[src/rtl/round_key_store_if.sv]
// Bus between the key-expansion/cipher side and the round key store.
// master drives captures and read requests; slave is the store.
interface round_key_store_if;
    logic         load_start;
    logic         rk_valid;
    logic [127:0] rk_in;
    logic         rd_en;
    logic [3:0]   rd_idx;
    logic [127:0] rd_key;
    logic         rd_valid;
    logic         ready;
    logic         busy;
    logic         err;

    modport master (
        output load_start, rk_valid, rk_in, rd_en, rd_idx,
        input  rd_key, rd_valid, ready, busy, err
    );

    modport slave (
        input  load_start, rk_valid, rk_in, rd_en, rd_idx,
        output rd_key, rd_valid, ready, busy, err
    );
endinterface

[src/rtl/round_key_store.sv]
// Stores one AES-256 round key schedule as it streams out of key expansion
// and serves registered single-cycle-latency reads to the cipher core.
module round_key_store #(
    parameter int unsigned NUM_RK = 15
) (
    input logic              clk,
    input logic              rst,
    round_key_store_if.slave bus
);
    typedef enum logic [1:0] {StIdle, StFill, StReady} state_t;

    localparam logic [3:0] LastIdx = 4'(NUM_RK - 1);

    state_t       state_q, state_d;
    logic [3:0]   wr_cnt_q, wr_cnt_d;
    logic         err_q, err_d;
    logic [127:0] rd_key_q, rd_key_d;
    logic         rd_valid_q, rd_valid_d;
    logic         mem_we;
    logic [3:0]   mem_waddr;

    logic [127:0] mem [NUM_RK];

    always_ff @(posedge clk or negedge rst) begin
        if (!rst) begin
            state_q    <= StIdle;
            wr_cnt_q   <= '0;
            err_q      <= 1'b0;
            rd_key_q   <= '0;
            rd_valid_q <= 1'b0;
        end else begin
            state_q    <= state_d;
            wr_cnt_q   <= wr_cnt_d;
            err_q      <= err_d;
            rd_key_q   <= rd_key_d;
            rd_valid_q <= rd_valid_d;
        end
    end

    always_comb begin
        state_d    = state_q;
        wr_cnt_d   = wr_cnt_q;
        err_d      = err_q;
        rd_key_d   = rd_key_q;
        rd_valid_d = 1'b0;
        mem_we     = 1'b0;
        mem_waddr  = wr_cnt_q;

        if (bus.load_start) begin
            // Restart from any state; a coincident beat becomes entry 0.
            state_d   = StFill;
            wr_cnt_d  = '0;
            err_d     = 1'b0;
            mem_waddr = '0;
            if (bus.rk_valid) begin
                mem_we   = 1'b1;
                wr_cnt_d = 4'd1;
                if (LastIdx == 4'd0) state_d = StReady;
            end
        end else begin
            case (state_q)
                StFill: begin
                    if (bus.rk_valid) begin
                        mem_we   = 1'b1;
                        wr_cnt_d = wr_cnt_q + 4'd1;
                        if (wr_cnt_q == LastIdx) state_d = StReady;
                    end
                end
                StReady: begin
                    if (bus.rk_valid) err_d = 1'b1;
                end
                default: ;
            endcase
        end

        // Reads are judged on the current state, so a read on the final
        // write edge still sees FILL and is rejected.
        if (bus.rd_en) begin
            if (state_q == StReady && bus.rd_idx <= LastIdx) begin
                rd_key_d   = mem[bus.rd_idx];
                rd_valid_d = 1'b1;
            end else begin
                rd_key_d = '0;
                err_d    = 1'b1;
            end
        end
    end

    // Storage is deliberately unreset; the read path gates it on READY.
    always_ff @(posedge clk) begin
        if (mem_we) mem[mem_waddr] <= bus.rk_in;
    end

    assign bus.rd_key   = rd_key_q;
    assign bus.rd_valid = rd_valid_q;
    assign bus.ready    = (state_q == StReady);
    assign bus.busy     = (state_q == StFill);
    assign bus.err      = err_q;
endmodule

[src/flat_wrapper.sv]
// flat-port wrapper written by rule: the top's interface ports become plain ports
module round_key_store_flat 
#(
    parameter int unsigned NUM_RK = 15
)
  (clk, rst, bus_load_start, bus_rk_valid, bus_rk_in, bus_rd_en, bus_rd_idx, bus_rd_key, bus_rd_valid, bus_ready, bus_busy, bus_err);
  round_key_store_if bus_i ();
  input logic clk;
  input logic rst;
  input wire logic [$bits(bus_i.load_start)-1:0] bus_load_start;
  input wire logic [$bits(bus_i.rk_valid)-1:0] bus_rk_valid;
  input wire logic [$bits(bus_i.rk_in)-1:0] bus_rk_in;
  input wire logic [$bits(bus_i.rd_en)-1:0] bus_rd_en;
  input wire logic [$bits(bus_i.rd_idx)-1:0] bus_rd_idx;
  output wire logic [$bits(bus_i.rd_key)-1:0] bus_rd_key;
  output wire logic [$bits(bus_i.rd_valid)-1:0] bus_rd_valid;
  output wire logic [$bits(bus_i.ready)-1:0] bus_ready;
  output wire logic [$bits(bus_i.busy)-1:0] bus_busy;
  output wire logic [$bits(bus_i.err)-1:0] bus_err;
  assign bus_i.load_start = bus_load_start;
  assign bus_i.rk_valid = bus_rk_valid;
  assign bus_i.rk_in = bus_rk_in;
  assign bus_i.rd_en = bus_rd_en;
  assign bus_i.rd_idx = bus_rd_idx;
  assign bus_rd_key = bus_i.rd_key;
  assign bus_rd_valid = bus_i.rd_valid;
  assign bus_ready = bus_i.ready;
  assign bus_busy = bus_i.busy;
  assign bus_err = bus_i.err;
  round_key_store #(.NUM_RK(NUM_RK)) u_core (.clk(clk), .rst(rst), .bus(bus_i));
endmodule
[config.mk]
export PLATFORM = sky130hd
export DESIGN_NAME = round_key_store_flat
export DESIGN_NICKNAME = d
export VERILOG_FILES = /design/src/rtl/round_key_store_if.sv /design/src/rtl/round_key_store.sv /design/src/flat_wrapper.sv
export SDC_FILE = /design/constraint.sdc
export NUM_CORES = 2
export LEC_CHECK = 0
export BUFFER_PORTS_ARGS = -buffer_cell sky130_fd_sc_hd__buf_2
export CAP_MARGIN = 10
export CORE_UTILIZATION = 62
export DETAILED_ROUTE_END_ITERATION = 10
export PLACE_DENSITY = 0.87
export SLEW_MARGIN = 20
export SYNTH_ARGS = -nofsm -noshare
export SYNTH_HDL_FRONTEND = slang
export SYNTH_SLANG_ARGS = --single-unit
[constraint.sdc]
create_clock -name clk -period 17.5 [get_ports clk]
set_input_delay 2.625 -clock clk [delete_from_list [all_inputs] [get_ports clk]]
set_output_delay 2.625 -clock clk [all_outputs]
set_load 0.05 [all_outputs]
==> results.yml <==
timing:
  tns_ns: 0
  worst_pin_slew_ns: 1.17
  finalHoldViolCount: 0
  layout_min_cycle_time_ns: 6.45
  worst_slack_ns: 11.05
  finalSetupViolations: 0
  slew_headroom_pct: 21.9
  slew_viol_final: 0
  max_freq_mhz: 155
  post-route-period-util_pct: 36.9
  skew_ns: 0.0207
  rsz0062_at_grt: "false"
synth:
  syn_area_per_cell_um2: 19.9
  synth_area_leaders: "edfxtp_1 (72%), mux4_2 (7.0%), mux2i_1 (4.8%), dfrtp_1 (4.2%), o32ai_2 (2.6%)"
  yosysSeqAreaShare_pct: 76.0
  syn_inst: 4038
  syn_area_um2: 80300
  yosysTopAreaCellShare_pct: 71.8
  synthesis.nets: 4177
  yosys_warnings: 0
  ys_ff_latch: 2056
  synth.distinct_cells: 40
  synth.largest_area_cell: "edfxtp_1"
detailed_routing:
  wire_per_inst_um: 31.1
  drc: 0
  drt_first_pass_iters: 6
  drtIter0Drc: 5619
  viasPerCell: 6.76
  via_count: 41936
  wirelength_um: 193000
  ant_nets: 0
power_and_ir_drop:
  total_power_mw: 10.0
  ir_worst_vdd_uv: 122
  power.density_nw_per_um2: 112
  p_sw_share_pct: 20.9
  p_switching_mw: 2.09
  seqPwrFrac_pct: 54.6
  power.internal_mw: 7.91
  p_leak_nw: 29.9
  clkPwrFrac_pct: 40.5
  pwr-share-comb_pct: 4.9
finish:
  nNetsFinal: 4441
  multiInputGateArea_um2: 17400
  final_cell_mix: "edfxtp_1 (1,920), mux2i_1 (385), buf_2 (262), mux4_2 (248), clkbuf_16 (191)"
  layout-drive-gt1-share_pct: 25.2
  seq_area_um2: 61100
  final_common_cell: "edfxtp_1"
  fillers: 7207
  area_growth_pct: 11.2
global_routing:
  grt_pass1_wl_um: 278000
  overflow: 0
  antenna_found_initial: 37
  grtUsageTotal_pct: 29.4
  grt_pass1_vias: 42973
  grt_max_degree: 138
worst_setup_path:
  crit_path_top_delay_cell: "buf_4"
  cp_num_buf_inv: 4
  crit_path_max_fanout: 84
  worst_setup_path_start_kind: "primary input"
  path_common_cell: "buf_4"
  path_delay_family: "buffers and inverters"
  critical_path_arrival_ns: 7.11
  crit_required_ns: 18.15
  cpPeakStageDelay_ns: 0.90
  endpoint_kind: "flop"
  path_class: "in2reg"
  path_cells: "buf_8, buf_4, buf_4, buf_4, mux4_2, nor2b_1, a211oi_2, o32ai_2"
placement:
  dp_slack_ns: 10.28
  io_buffer_count: 268
  place_congestion: 0.750
  hpwlAfterDp_um: 90400
clock_tree:
  cts.sinks: 2056
  post_cts_buffers: 0
  numCtsBuffers: 187
  path_clk_slew_ns: 0.06
  post_cts_resized: 0
  cts_buffer_depth: 3
  cts_tree: "yes"
  clk_latency_ns: 0.82
  holdBufCountCts: 0
  root_buffer: "clkbuf_16"
  cts.htree.levels: 4
floorplanning:
  die_w_um: 362
  core_area_um2: 128000
  die_h_um: 362
  rows: 131
  start_util_pct: 62.8
  dieArea_um2: 131000
  ios: 269
status:
  outcome: "finished, final reports clean"
run:
  maxCapViolCount: 0
hold_path:
  hp-class: "reg2reg"
-- worst reg2reg max path, cell delays in order (launching register included) --
cell and delay (ns):
dfrtp_1 0.39, nor2b_1 0.29, o21a_1 0.26, nand3_1 0.30, nor2_4 0.95, buf_4 1.03
buf_4 0.99
-- registers in the layout (all words and copies together), names as in the netlist --
signal	flops
u_core.bus.err	1
u_core.bus.rd_key	128
u_core.bus.rd_valid	1
u_core.mem	1920
u_core.state_q	2
u_core.wr_cnt_q	4
-- path summary, 6_finish.rpt --
path | start | to | slack (ns) | depth (start not counted)
worst max-delay path | bus_rd_idx[1] | u_core.bus.rd_key[55] | 11.05 | 8
worst min-delay path | u_core.bus.rd_key[120] | u_core.bus.rd_key[120] | 0.54 | 2
worst max register to register | u_core.state_q[0] | u_core.mem[3][88] | 12.88 | 6
worst min register to register | u_core.bus.rd_key[120] | u_core.bus.rd_key[120] | 0.54 | 2
max in group asynchronous | rst | u_core.bus.rd_key[73] | 13.48 | 3
min in group asynchronous | rst | u_core.bus.rd_key[18] | 1.89 | 1
-- cell usage after synthesis --
cell type / number
edfxtp_1: 1920
mux2i_1: 385
mux4_2: 248
dfrtp_1: 136
inv_1: 132
a21oi_1: 130
nand2_1: 130
nor2b_1: 130
o21ai_0: 129
o221ai_1: 128
o32ai_2: 128
a211oi_2: 125
clkbuf_1: 118
buf_2: 74
buf_6: 34
nor2_1: 21
buf_1: 14
buf_8: 12
mux4_1: 8
buf_4: 5
nand3_1: 5
a211oi_1: 3
xor2_1: 3
ha_1: 2
nand3b_1: 2
or3b_2: 2
a21o_1: 1
and2_1: 1
and4b_1: 1
buf_12: 1
clkbuf_4: 1
inv_2: 1
nand2_2: 1
nand2b_1: 1
nand4_1: 1
nor3_1: 1
nor4_1: 1
o21a_1: 1
o22ai_1: 1
or2_1: 1
-- cell families after synthesis --
family	share of synthesized area [%]
adders and majority gates	0.0311
buffers and inverters	2.48
and+or+nand+nor	1.85
DFF	76.0
xor gates and xnor gates	0.0327
AOI/OAI and AO/OA	7.60
muxes	12.0
-- through the flow --
stage | std cells | cell area, um2 | hold slack, ns | utilization [%]
2_1_floorplan | 4038 | 80300 | 0.480 | -
3_3_place_gp | 5840 | 83200 | 0.502 | 65.0
3_5_place_dp | 5842 | 83200 | 0.512 | 65.0
4_1_cts | 6189 | 89300 | 0.534 | 69.8
6_report | 6202 | 89300 | 0.538 | 69.8
5_1_grt | 6199 | 89300 | 0.551 | 69.8
-- power by group through the flow --
stage | sequential, mW | clock (mW) | combinational (mW)
after floorplan | 5.57 | 0 | 0.312
after global placement | 5.55 | 0 | 0.463
after detailed placement | 5.56 | 0 | 0.481
after CTS | 5.46 | 4.08 | 0.488
after global routing | 5.46 | 4.25 | 0.516
final | 5.46 | 4.06 | 0.489
-- area by class of cell --
type	count	share of cell area, %
clock buffers	255	5.80
clock inverters	92	0.978
flip-flops and latches	2056	68.4
inverters	133	0.559
diodes	13	0.0364
multi-input cells	1590	19.5
well taps	1729	2.42
repair buffers	334	2.34
-- per-layer routing --
layer  track usage, %  routed length [um]  part of all wire [%]
met1             39.0               69300                    36
met2             47.2               95300                    49
met3             6.81               21100                    11
met4             12.8                6700                   3.5
met5                0                 197                  0.10
No activity file was read; power rests on OpenSTA's default activity.
